$ cat src/rtl/int_dispatch_if.sv
// Upstream encoder inputs and bridge req/ack handshake of the interrupt dispatcher.
interface int_dispatch_if #(
  parameter int unsigned CNT_W = 16
);
  logic [5:0]       sys_interrupt_source_i;
  logic             sys_int_enable_i;
  logic             int_req_o;
  logic [5:0]       int_src_o;
  logic             int_ack_i;
  logic             int_timeout_o;
  logic [CNT_W-1:0] int_sent_count_o;

  modport master (
    input  sys_interrupt_source_i, sys_int_enable_i, int_ack_i,
    output int_req_o, int_src_o, int_timeout_o, int_sent_count_o
  );

  modport slave (
    output sys_interrupt_source_i, sys_int_enable_i, int_ack_i,
    input  int_req_o, int_src_o, int_timeout_o, int_sent_count_o
  );
endinterface

$ cat src/rtl/int_dispatch.sv
// Turns each new non-zero encoded interrupt source into one req/ack transaction
// to the packet bridge, with de-duplication, holdoff spacing, ack timeout and a sent counter.
module int_dispatch #(
  parameter int unsigned HOLDOFF     = 16,
  parameter int unsigned ACK_TIMEOUT = 255,
  parameter int unsigned CNT_W       = 16
) (
  input  logic           sys_clock_i,
  input  logic           sys_reset_n_i,
  int_dispatch_if.master bus
);

  localparam int unsigned TMR_W = (ACK_TIMEOUT > 1) ? $clog2(ACK_TIMEOUT) : 1;
  localparam int unsigned HLD_W = (HOLDOFF > 1) ? $clog2(HOLDOFF) : 1;
  localparam logic [TMR_W-1:0] TMR_LAST = TMR_W'(ACK_TIMEOUT - 1);
  localparam logic [HLD_W-1:0] HLD_LAST = HLD_W'((HOLDOFF == 0) ? 0 : HOLDOFF - 1);

  typedef enum logic [1:0] {
    IDLE,
    REQ,
    HOLD
  } state_t;

  state_t           state_q, state_d;
  logic             req_q, req_d;
  logic [5:0]       src_q, src_d;
  logic [5:0]       last_q, last_d;
  logic             tmo_q, tmo_d;
  logic [CNT_W-1:0] cnt_q, cnt_d;
  logic [TMR_W-1:0] tmr_q, tmr_d;
  logic [HLD_W-1:0] hld_q, hld_d;

  logic src_zero;
  logic src_new;

  assign src_zero = (bus.sys_interrupt_source_i == '0);
  assign src_new  = bus.sys_int_enable_i && !src_zero &&
                    (bus.sys_interrupt_source_i != last_q);

  always_ff @(posedge sys_clock_i or negedge sys_reset_n_i) begin
    if (!sys_reset_n_i) begin
      state_q <= IDLE;
      req_q   <= 1'b0;
      src_q   <= '0;
      last_q  <= '0;
      tmo_q   <= 1'b0;
      cnt_q   <= '0;
      tmr_q   <= '0;
      hld_q   <= '0;
    end else begin
      state_q <= state_d;
      req_q   <= req_d;
      src_q   <= src_d;
      last_q  <= last_d;
      tmo_q   <= tmo_d;
      cnt_q   <= cnt_d;
      tmr_q   <= tmr_d;
      hld_q   <= hld_d;
    end
  end

  always_comb begin
    state_d = state_q;
    req_d   = req_q;
    src_d   = src_q;
    last_d  = last_q;
    tmo_d   = 1'b0;
    cnt_d   = cnt_q;
    tmr_d   = tmr_q;
    hld_d   = hld_q;

    unique case (state_q)
      IDLE: begin
        if (src_zero) begin
          last_d = '0;
        end else if (src_new) begin
          src_d   = bus.sys_interrupt_source_i;
          req_d   = 1'b1;
          tmr_d   = '0;
          state_d = REQ;
        end
      end

      // Ack takes priority over timeout expiry on the same cycle; an abandoned
      // source is still recorded so it is not re-sent while held.
      REQ: begin
        if (bus.int_ack_i) begin
          req_d   = 1'b0;
          last_d  = src_q;
          hld_d   = '0;
          state_d = HOLD;
          if (cnt_q != '1) begin
            cnt_d = cnt_q + 1'b1;
          end
        end else if (tmr_q == TMR_LAST) begin
          req_d   = 1'b0;
          tmo_d   = 1'b1;
          last_d  = src_q;
          hld_d   = '0;
          state_d = HOLD;
        end else begin
          tmr_d = tmr_q + 1'b1;
        end
      end

      HOLD: begin
        if (src_zero) begin
          last_d = '0;
        end
        if (hld_q == HLD_LAST) begin
          state_d = IDLE;
        end else begin
          hld_d = hld_q + 1'b1;
        end
      end

      default: begin
        state_d = IDLE;
      end
    endcase
  end

  assign bus.int_req_o        = req_q;
  assign bus.int_src_o        = src_q;
  assign bus.int_timeout_o    = tmo_q;
  assign bus.int_sent_count_o = cnt_q;

endmodule

$ cat src/flat_wrapper.sv
// flat-port wrapper written by rule: the top's interface ports become plain ports
module int_dispatch_flat 
#(
  parameter int unsigned HOLDOFF     = 16,
  parameter int unsigned ACK_TIMEOUT = 255,
  parameter int unsigned CNT_W       = 16
)
  (sys_clock_i, sys_reset_n_i, bus_sys_interrupt_source_i, bus_sys_int_enable_i, bus_int_ack_i, bus_int_req_o, bus_int_src_o, bus_int_timeout_o, bus_int_sent_count_o);
  int_dispatch_if #(.CNT_W(CNT_W)) bus_i ();
  input  logic sys_clock_i;
  input  logic sys_reset_n_i;
  input wire logic [$bits(bus_i.sys_interrupt_source_i)-1:0] bus_sys_interrupt_source_i;
  input wire logic [$bits(bus_i.sys_int_enable_i)-1:0] bus_sys_int_enable_i;
  input wire logic [$bits(bus_i.int_ack_i)-1:0] bus_int_ack_i;
  output wire logic [$bits(bus_i.int_req_o)-1:0] bus_int_req_o;
  output wire logic [$bits(bus_i.int_src_o)-1:0] bus_int_src_o;
  output wire logic [$bits(bus_i.int_timeout_o)-1:0] bus_int_timeout_o;
  output wire logic [$bits(bus_i.int_sent_count_o)-1:0] bus_int_sent_count_o;
  assign bus_i.sys_interrupt_source_i = bus_sys_interrupt_source_i;
  assign bus_i.sys_int_enable_i = bus_sys_int_enable_i;
  assign bus_i.int_ack_i = bus_int_ack_i;
  assign bus_int_req_o = bus_i.int_req_o;
  assign bus_int_src_o = bus_i.int_src_o;
  assign bus_int_timeout_o = bus_i.int_timeout_o;
  assign bus_int_sent_count_o = bus_i.int_sent_count_o;
  int_dispatch #(.HOLDOFF(HOLDOFF), .ACK_TIMEOUT(ACK_TIMEOUT), .CNT_W(CNT_W)) u_core (.sys_clock_i(sys_clock_i), .sys_reset_n_i(sys_reset_n_i), .bus(bus_i));
endmodule
$ cat config.mk
export PLATFORM = sky130hd
export DESIGN_NAME = int_dispatch_flat
export DESIGN_NICKNAME = d
export VERILOG_FILES = /design/src/rtl/int_dispatch_if.sv /design/src/rtl/int_dispatch.sv /design/src/flat_wrapper.sv
export SDC_FILE = /design/constraint.sdc
export NUM_CORES = 1
export LEC_CHECK = 0
export CORE_MARGIN = 3
export CORE_UTILIZATION = 53
export DETAILED_ROUTE_END_ITERATION = 6
export GPL_TIMING_DRIVEN = 0
export PLACE_DENSITY = 0.79
export SYNTH_ARGS = -nofsm -noshare
export SYNTH_HDL_FRONTEND = slang
export SYNTH_SLANG_ARGS = --single-unit
$ cat constraint.sdc
create_clock -name sys_clock_i -period 2.3 [get_ports sys_clock_i]
set_input_delay 0.46 -clock sys_clock_i [delete_from_list [all_inputs] [get_ports sys_clock_i]]
set_output_delay 0.46 -clock sys_clock_i [all_outputs]
set_load 0.01 [all_outputs]
# == After elaboration in Yosys (flattened, before gate mapping) ==
# Index checks and enable logic that the tools add are counted.
# totals
output_inout_bits,24
wordCells,69
inputBits,10
reg_bits,44
# op_classes
eq_ne,14
muxes,27
bitwise,1
add_sub_neg,3
n_reduce_logical,16
# ops
op,n
8-bit 2-to-1 mux,4
6-bit 2-to-1 mux,3
"16-bit by 1-bit adder with 16-bit output, second input constant",1
"16-bit inequality test, second input constant",1
8-bit case mux with 2 select lines,1
4-bit 2-to-1 mux,3
6-bit case mux with 2 select lines,1
3-bit AND reduction,4
2-bit 2-to-1 mux,5
"8-bit by 1-bit adder with 8-bit output, second input constant",1
"8-bit equality test, second input constant",1
"2-bit inequality test, second input constant",4
4-bit case mux with 2 select lines,1
4-bit AND reduction,2
1-bit 2-to-1 mux,7
6-bit zero test,1
"2-bit by 1-bit inequality test with 1-bit output, second input constant",3
6-bit inequality test,1
2-bit case mux with 3 select lines,1
2-bit nonzero test,3
5-bit AND reduction,1
"4-bit by 1-bit adder with 4-bit output, second input constant",1
"4-bit equality test, second input constant",1
"3-bit by 2-bit inequality test with 1-bit output, second input constant",1
other kinds (8),9

# == Logic depth before layout (Yosys ltp) ==
# Gate-level depths: netlist of run 1.
# depth
ltp_word,7
mapped_depth,7
mapped_depth_nobuf,6

# == Worst setup path before layout of run 1 ==
# No wires, ideal clock.
# synth_path
path_kind,reg-to-reg
from,register u_core.cnt_q[0] (netlist: u_core.bus.int_sent_count_o[0])
to,register u_core.cnt_q[1] (netlist: u_core.bus.int_sent_count_o[1])
required_time_ps,2175
setup_time_ps,125
setup_slack_ps,437
period_less_slack_ps,1863
arrival_ps,1739
path_buffers,0
path_stages_with_launch,6
cell_sequence,dfrtp_1 ha_1 nand3_1 or4_4 o21bai_4 mux2_2
# synth_via
elab_chain_len,2
word_cells_on_any_way,3
classes_between,add/sub: 1; eq/ne: 1; reduce/logical: 1
# synth_lines
element,line_no,text
"start, declared",int_dispatch.sv:29,"logic [CNT_W-1:0] cnt_q, cnt_d;"
"start signal, assigned",int_dispatch.sv:56,cnt_q <= cnt_d;
"parallel branches: the longest is 2 deep, another holds 16-bit by 1-bit adder with 16-bit output",--,
# Several ways; the timed one is not identified.
# A chain may end at the register's enable or synchronous reset.

# == Worst setup path in the final report of run 1 ==
# layout_path
from,input bus_sys_interrupt_source_i[1]
to,register u_core.src_q[2] (netlist: u_core.bus.int_src_o[2])
# layout_via
elab_chain_len,5
word_cells_on_any_way,7
classes_between,eq/ne: 1; bitwise: 1; reduce/logical: 5
# layout_lines
element,line_no,text
"start, declared",flat_wrapper.sv:12,input wire logic [$bits(bus_i.sys_interrupt_source_i)-1:0] bus_sys_interrupt_source_i;
6-bit zero test,int_dispatch.sv:36,assign src_zero = (bus.sys_interrupt_source_i == '0);
1-bit zero test,int_dispatch.sv:37,assign src_new = bus.sys_int_enable_i && !src_zero &&
1-bit logical AND (2 in series),int_dispatch.sv:37,
3-bit AND reduction (no source line) *,--,
"end signal, assigned",int_dispatch.sv:53,src_q <= src_d;
"end, declared",int_dispatch.sv:26,"logic [5:0] src_q, src_d;"
# Every way passes the cells marked *; elsewhere a longest branch is shown, timed or not.

==> run summary, run 1 <==
Status = completed
Residual DRC count = 0
GRT overflow = 0
Die area = 5047 um^2
Setup Fix Bufs, Post-CTS = 0
Post-DP HPWL = 3.201 mm
Slew headroom = 0.6230
Total wire length = 4.405 mm
CP startpoint = bus_sys_interrupt_source_i[1]
Lkg Pwr = 1.171 nW
WHS = 512.6 ps
Fin cells = 303
Routing usage on met1 = 0.2611
Netlist cell types = 48
Netlist Area Pre-Place = 2242 um^2
DP Cell Count = 294
Final setup violation count = 0
CP required = 2470 ps
Top post-synthesis cells by count = dfrtp_1, nand2_1, nand3_1, xnor2_1, xor2_1
PwrDens = 953.7 nW/um^2
Reg-to-reg slack, setup = 270 ps
Register area share after synthesis = 0.4911
Period utilisation layout = 0.9567
RR Endpoint = u_core.bus.int_sent_count_o[1]
Tot GR Track Use = 0.1935
Sw power = 0.9035 mW
Final hold violation count = 0
Vias in the first global route = 1718
ANT nets after route = 0
Worst path max stage delay = 530 ps
CTS H-tree lvls = 2
Max-cap violation count = 0
Gate power share = 0.354
Rows = 23
CTS max path bufs = 2
Number of diodes = 0
Crit. End Element = flop
Clock power frac = 0.190
Inserted Clock Buffers = 5
Initial Util = 0.5565
Final cell utilization of the core = 0.6839
Largest net degree at the start of global routing = 39
Core area = 4029 um^2
Critical path class = in2reg
Synth top area share = 0.4911
Post-Syn Instances = 210
Drt via density = 5.703
VDD IR max = 676.9 uV
Die height = 71.04 um
Wirelength per Cell = 14.54 um
Number of synthesized flops with an enable pin = 0
Syn_area_per_cell = 10.68 um^2
Hold path depth = 1
GR Util met3 = 0.03267
Most Crowded Layer GR = met2
Worst slew pin tran = 562.1 ps
Count leader, synth = dfrtp_1
Synth top area cells = dfrtp_1, nand2_1, xnor2_1
Reg power frac = 0.457
First-pass GRT wire length = 7.728 mm
Share of layout cells above drive strength 1 = 0.1028
Worst Clk Skew = 9.358 ps
P_int = 1.724 mW
Min-delay worst type = reg2reg
Via count = 1728
R2R depth = 5
Crit-path max FO = 10
Met2 Usage GRT = 0.3131
Synth Net Count = 224
Clock Latency Late Sink = 290 ps
Drt pass-1 iters = 4
Root Buffer = clkbuf_8
I/O Pins = 34
Async SR Flop Fraction = 1.000
Initial antenna violation count = 0
CTS tree = built
RSZ-0062 raised after global routing = false
Slowest CP cell = clkdlybuf4s50_1
Largest area contributor in the netlist = dfrtp_1
Achievable Freq = 454.5 MHz
NumNets Final = 266
Worst hold start = u_core.bus.int_sent_count_o[15]
1st-iter DRT viols = 127
Clk slew on worst S/H paths = 70 ps
Slew Limit Fails = 0
Critical Path Start Type = input pin
Yosys warns = 0
Post-synthesis register bit count = 44
WP data arrival = 2370 ps
Routability cong. = 0.8334
Crit path time final = 2200 ps
Area growth syn-to-layout = 22.88%
CTS Sinks = 44
Reg-to-reg startpoint = u_core.bus.int_sent_count_o[0]
Sw frac = 0.3439
Crit path cell chain = clkdlybuf4s50_1 > nor4_1 > a2111oi_2 > o31a_1 > buf_2 > mux2_2
IO buf count = 33
Die X = 71.04 um
Hold Path Sink = u_core.bus.int_sent_count_o[15]
Ys flop type = dfrtp_1
-- cell families (layout without fill, tap and decap cells) --
group	after synthesis	count (layout)	synth area share
DFF	44	44	0.4911
adders and majority gates	4	4	0.02232
xor gates and xnor gates	23	23	0.08984
AOI/OAI and AO/OA	28	28	0.09375
muxes	14	14	0.06641
and+or+nand+nor	89	89	0.2221
buffers and inverters	8	51	0.01451
-- through the flow --
| stage | instance area [um^2] | total power, mW | setup WS [ps] | setup TNS [ps] |
|---|---|---|---|---|
| 2_1_floorplan | 2242 | 1.750 | 436.7 | 0 |
| 3_3_place_gp | 2635 | 2.105 | -417.3 | -19060 |
| 3_5_place_dp | 2650 | 2.142 | -212.9 | -842.1 |
| 4_1_cts | 2750 | 2.650 | 101.0 | 0 |
| 5_1_grt | 2755 | 2.819 | 39.27 | 0 |
| 6_report | 2755 | 2.628 | 99.58 | 0 |
-- cell usage in the layout, fill, tap and decap left out, types with 2 or more instances in the layout --
master            n
nand2_1          29
a311o_1           2
mux2i_1           7
nand4b_1          2
clkbuf_1          3
xor2_1           11
nand2b_1          2
xnor2_1          12
and4_1            2
and3_1            5
mux2_2            7
inv_1             5
nand3b_1          3
nor4_1            6
nor3b_1           2
nor3_1            6
a21oi_1           3
ha_1              4
dfrtp_1          44
nand4_1           2
clkbuf_8          6
nor2_1            6
nand3_1          13
buf_2             3
o21ai_0           9
clkdlybuf4s50_1  32
-- metal layers --
metal / wire length (um) / part of all wire
met5: 0 / 0
met4: 36 / 0.0082
met3: 202 / 0.046
met2: 2054 / 0.47
met1: 2111 / 0.48
-- critical path, delay by kind of cell --
kind / cells / cell delay, ps
buf+inv: 2 / 760
simple gates: 1 / 110
mux: 1 / 360
compound gates: 2 / 690
-- registers in the layout, indices dropped and copies added, names as in the netlist --
name and flops:
u_core.state_q 2, u_core.bus.int_src_o 6, u_core.bus.int_req_o 1, u_core.hld_q 4, u_core.tmr_q 8, u_core.bus.int_sent_count_o 16
u_core.last_q 6, u_core.bus.int_timeout_o 1
-- layout make-up --
cell class / instances / area (um^2)
Fill cell: 329 / 1274
Buffer: 3 / 13.76
Multi-Input combinational cell: 158 / 1114
Timing Repair Buffer: 35 / 355.3
Inverter: 5 / 18.77
Sequential cell: 44 / 1101
Tap cell: 50 / 62.56
Clock buffer: 8 / 90.09
-- power by group through the flow --
| stage | sequential [mW] | clock (mW) | combinational, mW |
|---|---|---|---|
| after floorplan | 1.22 | 0 | 0.527 |
| after global placement | 1.20 | 0 | 0.900 |
| after detailed placement | 1.21 | 0 | 0.928 |
| after CTS | 1.20 | 0.515 | 0.933 |
| after global routing | 1.24 | 0.542 | 1.04 |
| final | 1.20 | 0.498 | 0.929 |
-- timing repair --
| item | 4_1_cts | 5_1_grt |
|---|---|---|
| resized for setup | 0 | 1 |
| hold buffers | 1 | 0 |
| endpoints found under the hold margin | 2 | 0 |
| setup endpoints to repair | 0 | 1 |
-- worst max path at each step --
stage,to
6_report,u_core.bus.int_src_o[2]
5_1_grt,u_core.bus.int_src_o[1]
4_1_cts,u_core.bus.int_src_o[5]
3_5_place_dp,u_core.bus.int_src_o[5]
3_3_place_gp,u_core.bus.int_src_o[4]
2_1_floorplan,u_core.bus.int_sent_count_o[1]
(Power assumes the default switching activity.)
==> run 2: changes to the inputs <==
--- a/config.mk
+++ b/config.mk
@@ -13,3 +13,4 @@
 export SYNTH_ARGS = -nofsm -noshare
 export SYNTH_HDL_FRONTEND = slang
 export SYNTH_SLANG_ARGS = --single-unit
+export TNS_END_PERCENT = 5
==> results of run 2 <==
Same layout as run 1: the final DEF is identical, and so are final timing and power.
==> run 3: changes to the inputs <==
--- a/config.mk
+++ b/config.mk
@@ -5,11 +5,12 @@
 export SDC_FILE = /design/constraint.sdc
 export NUM_CORES = 1
 export LEC_CHECK = 0
+export ABC_AREA = 1
 export CORE_MARGIN = 3
-export CORE_UTILIZATION = 53
+export CORE_UTILIZATION = 55
 export DETAILED_ROUTE_END_ITERATION = 6
 export GPL_TIMING_DRIVEN = 0
-export PLACE_DENSITY = 0.79
+export PLACE_DENSITY = 0.8
 export SYNTH_ARGS = -nofsm -noshare
 export SYNTH_HDL_FRONTEND = slang
 export SYNTH_SLANG_ARGS = --single-unit
==> run summary, run 3 <==
Status = completed (unchanged)
Netlist Area Pre-Place = 2477 um^2 (was 2242 um^2)
CTS tree = built (unchanged)
I/O Pins = 34 (unchanged)
WHS = 83.86 ps (was 512.6 ps)
Tot GR Track Use = 0.2150 (was 0.1935)
R2R depth = 9 (was 5)
Clk slew on worst S/H paths = 80 ps (was 70 ps)
Inserted Clock Buffers = 5 (unchanged)
Largest register FFs = 16 (unchanged)
CP startpoint = u_core.bus.int_sent_count_o[2] (was bus_sys_interrupt_source_i[1])
1st-iter DRT viols = 128 (was 127)
XOR/XNOR Fraction of Synth Area = 0.03535 (was 0.08984)
Final hold violation count = 0 (unchanged)
Synth Net Count = 321 (was 224)
DP Cell Count = 391 (was 294)
VDD IR max = 531.5 uV (was 676.9 uV)
Min-delay worst type = in2async (was reg2reg)
Die X = 73.12 um (was 71.04 um)
Register area share after synthesis = 0.4444 (was 0.4911)
Root Buffer = clkbuf_8 (unchanged)
Slew headroom = 0.7228 (was 0.6230)
IO buf count = 33 (unchanged)
RSZ-0062 raised after global routing = false (unchanged)
Buf/Inv on CP = 1 (was 2)
Drt via density = 5.264 (was 5.703)
Hold-fix buffer count after cts = 0 (was 1)
Rows = 23 (unchanged)
First-pass GRT wire length = 8.914 mm (was 7.728 mm)
WP data arrival = 1340 ps (was 2370 ps)
ANT nets after route = 0 (unchanged)
Crit path time final = 1799 ps (was 2200 ps)
Core area = 4173 um^2 (was 4029 um^2)
CTS max path bufs = 2 (unchanged)
Crit. End Element = primary output (was flop)
Post_cts resized = 0 (unchanged)
NumNets Final = 362 (was 266)
Synth Area in Compound Gates = 0.09192 (was 0.09375)
Crit path cell chain = clkdlybuf4s50_1 (was clkdlybuf4s50_1 > nor4_1 > a2111oi_2 > o31a_1 > buf_2 > mux2_2)
GRT overflow = 0 (unchanged)
Post-synthesis simple-gate area fraction = 0.3222 (was 0.2221)
Drt pass-1 iters = 4 (unchanged)
Post-Syn Instances = 307 (was 210)
Final setup violation count = 0 (unchanged)
Period utilisation layout = 0.7821 (was 0.9567)
Largest family of logic cells by synthesized area = simple AND/OR/NAND/NOR gates (unchanged)
Worst path max stage delay = 580 ps (was 530 ps)
Synth Area in Adders = 0.02020 (was 0.02232)
Residual DRC count = 0 (unchanged)
Most frequent cells in the layout = nand2_1, dfrtp_1, clkdlybuf4s50_1, inv_1, nor2_1 (was dfrtp_1, clkdlybuf4s50_1, nand2_1, nand3_1, xnor2_1)
Max-cap violation count = 0 (unchanged)
CP required = 1840 ps (was 2470 ps)
Yosys warns = 0 (unchanged)
Routability cong. = 0.8988 (was 0.8334)
CP delay by family, top = buffers and inverters (unchanged)
Initial Util = 0.5937 (was 0.5565)
Via count = 2095 (was 1728)
CTS H-tree lvls = 2 (unchanged)
Synth top area cells = dfrtp_1, nand2_1, inv_1 (was dfrtp_1, nand2_1, xnor2_1)
Achievable Freq = 555.9 MHz (was 454.5 MHz)
CTS Sinks = 44 (unchanged)
Number of synthesized flops with an enable pin = 0 (unchanged)
Netlist cell types = 30 (was 48)
Synth top area share = 0.4444 (was 0.4911)
Clock Latency Late Sink = 300 ps (was 290 ps)
Syn_area_per_cell = 8.070 um^2 (was 10.68 um^2)
Lkg Pwr = 1.358 nW (was 1.171 nW)
Post-DP HPWL = 3.719 mm (was 3.201 mm)
Slew Limit Fails = 0 (unchanged)
Most common cell after layout, fill and taps aside = nand2_1 (was dfrtp_1)
Setup Fix Bufs, Post-CTS = 0 (unchanged)
Initial antenna violation count = 0 (unchanged)
Worst Clk Skew = 6.572 ps (was 9.358 ps)
Number of diodes = 0 (unchanged)
Reg-to-reg startpoint = u_core.bus.int_sent_count_o[0] (unchanged)
Largest area contributor in the netlist = dfrtp_1 (unchanged)
Share of synthesized area spent on multiplexers = 0 (was 0.06641)
Crit-path max FO = 6 (was 10)
Total wire length = 5.134 mm (was 4.405 mm)
Levels on crit path = 1 (was 6)
Wirelength per Cell = 12.90 um (was 14.54 um)
Post-synthesis register bit count = 44 (unchanged)
Share of layout cells above drive strength 1 = 0.1264 (was 0.1028)
Vias in the first global route = 2038 (was 1718)
Worst slew pin tran = 415.8 ps (was 562.1 ps)
PwrDens = 937.4 nW/um^2 (was 953.7 nW/um^2)
Largest net degree at the start of global routing = 29 (was 39)
Fin cells = 398 (was 303)
Async SR Flop Fraction = 1.000 (unchanged)
Die area = 5346 um^2 (was 5047 um^2)
Slowest CP cell = clkdlybuf4s50_1 (unchanged)
Ys flop type = dfrtp_1 (unchanged)
Critical Path Start Type = flop (was input pin)
Area growth syn-to-layout = 20.35% (was 22.88%)
Critical path class = reg2out (was in2reg)
Count leader, synth = nand2_1 (was dfrtp_1)
Die height = 73.12 um (was 71.04 um)
Top post-synthesis cells by count = nand2_1, dfrtp_1, inv_1, nor2_1, o21ai_0 (was dfrtp_1, nand2_1, nand3_1, xnor2_1, xor2_1)
run 3: metrics by stage:
step	power [mW]	utilization	cell area (um^2)	setup WS [ps]	TNS, ps
6_report	2.795	0.7145	2982	501.1	0
5_1_grt	3.012	0.7145	2982	406.0	0
4_1_cts	2.827	0.7145	2982	499.0	0
3_5_place_dp	2.296	0.6915	2885	206.3	0
3_3_place_gp	2.257	0.6879	2870	-439.3	-19230
2_1_floorplan	1.889	-	2477	715.4	0
run 3: cell type report:
type | count | area, um^2
plain buffers | 7 | 81.33
well taps | 50 | 62.56
clock buffers | 7 | 96.34
fillers | 330 | 1191
flip-flops and latches | 44 | 1101
repair buffers | 34 | 345.3
inverters | 35 | 131.4
multi-input cells | 221 | 1164
run 3: worst paths after layout:
check / end / slack (ps)
worst max register to register: u_core.bus.int_sent_count_o[6] / 600
worst min-delay path: u_core.tmr_q[6] / 80
worst min register to register: u_core.bus.int_req_o / 470
max in group asynchronous: u_core.bus.int_src_o[3] / 1740
min in group sys_clock_i: u_core.bus.int_req_o / 470
worst max-delay path: bus_int_sent_count_o[2] / 500
run 3: cells by family (layout without fill, tap and decap cells):
family / Yosys count / in the layout
compound gates: 39 / 39
xor+xnor: 10 / 10
fa+ha+maj: 4 / 4
buf+inv: 42 / 83
flops: 44 / 44
simple gates: 168 / 168
run 3: routing by layer:
metal  wire, um  track usage
met3        187      0.04821
met1       2396       0.2723
met2       2463       0.3585
met5          0            0
met4         87      0.07787
run 3: where the power goes:
| group | switching [mW] | total [mW] | internal [mW] |
|---|---|---|---|
| registers | 0.169 | 1.13 | 0.962 |
| clock network | 0.253 | 0.521 | 0.267 |
| logic | 0.636 | 1.14 | 0.507 |
| total | 1.06 | 2.80 | 1.74 |
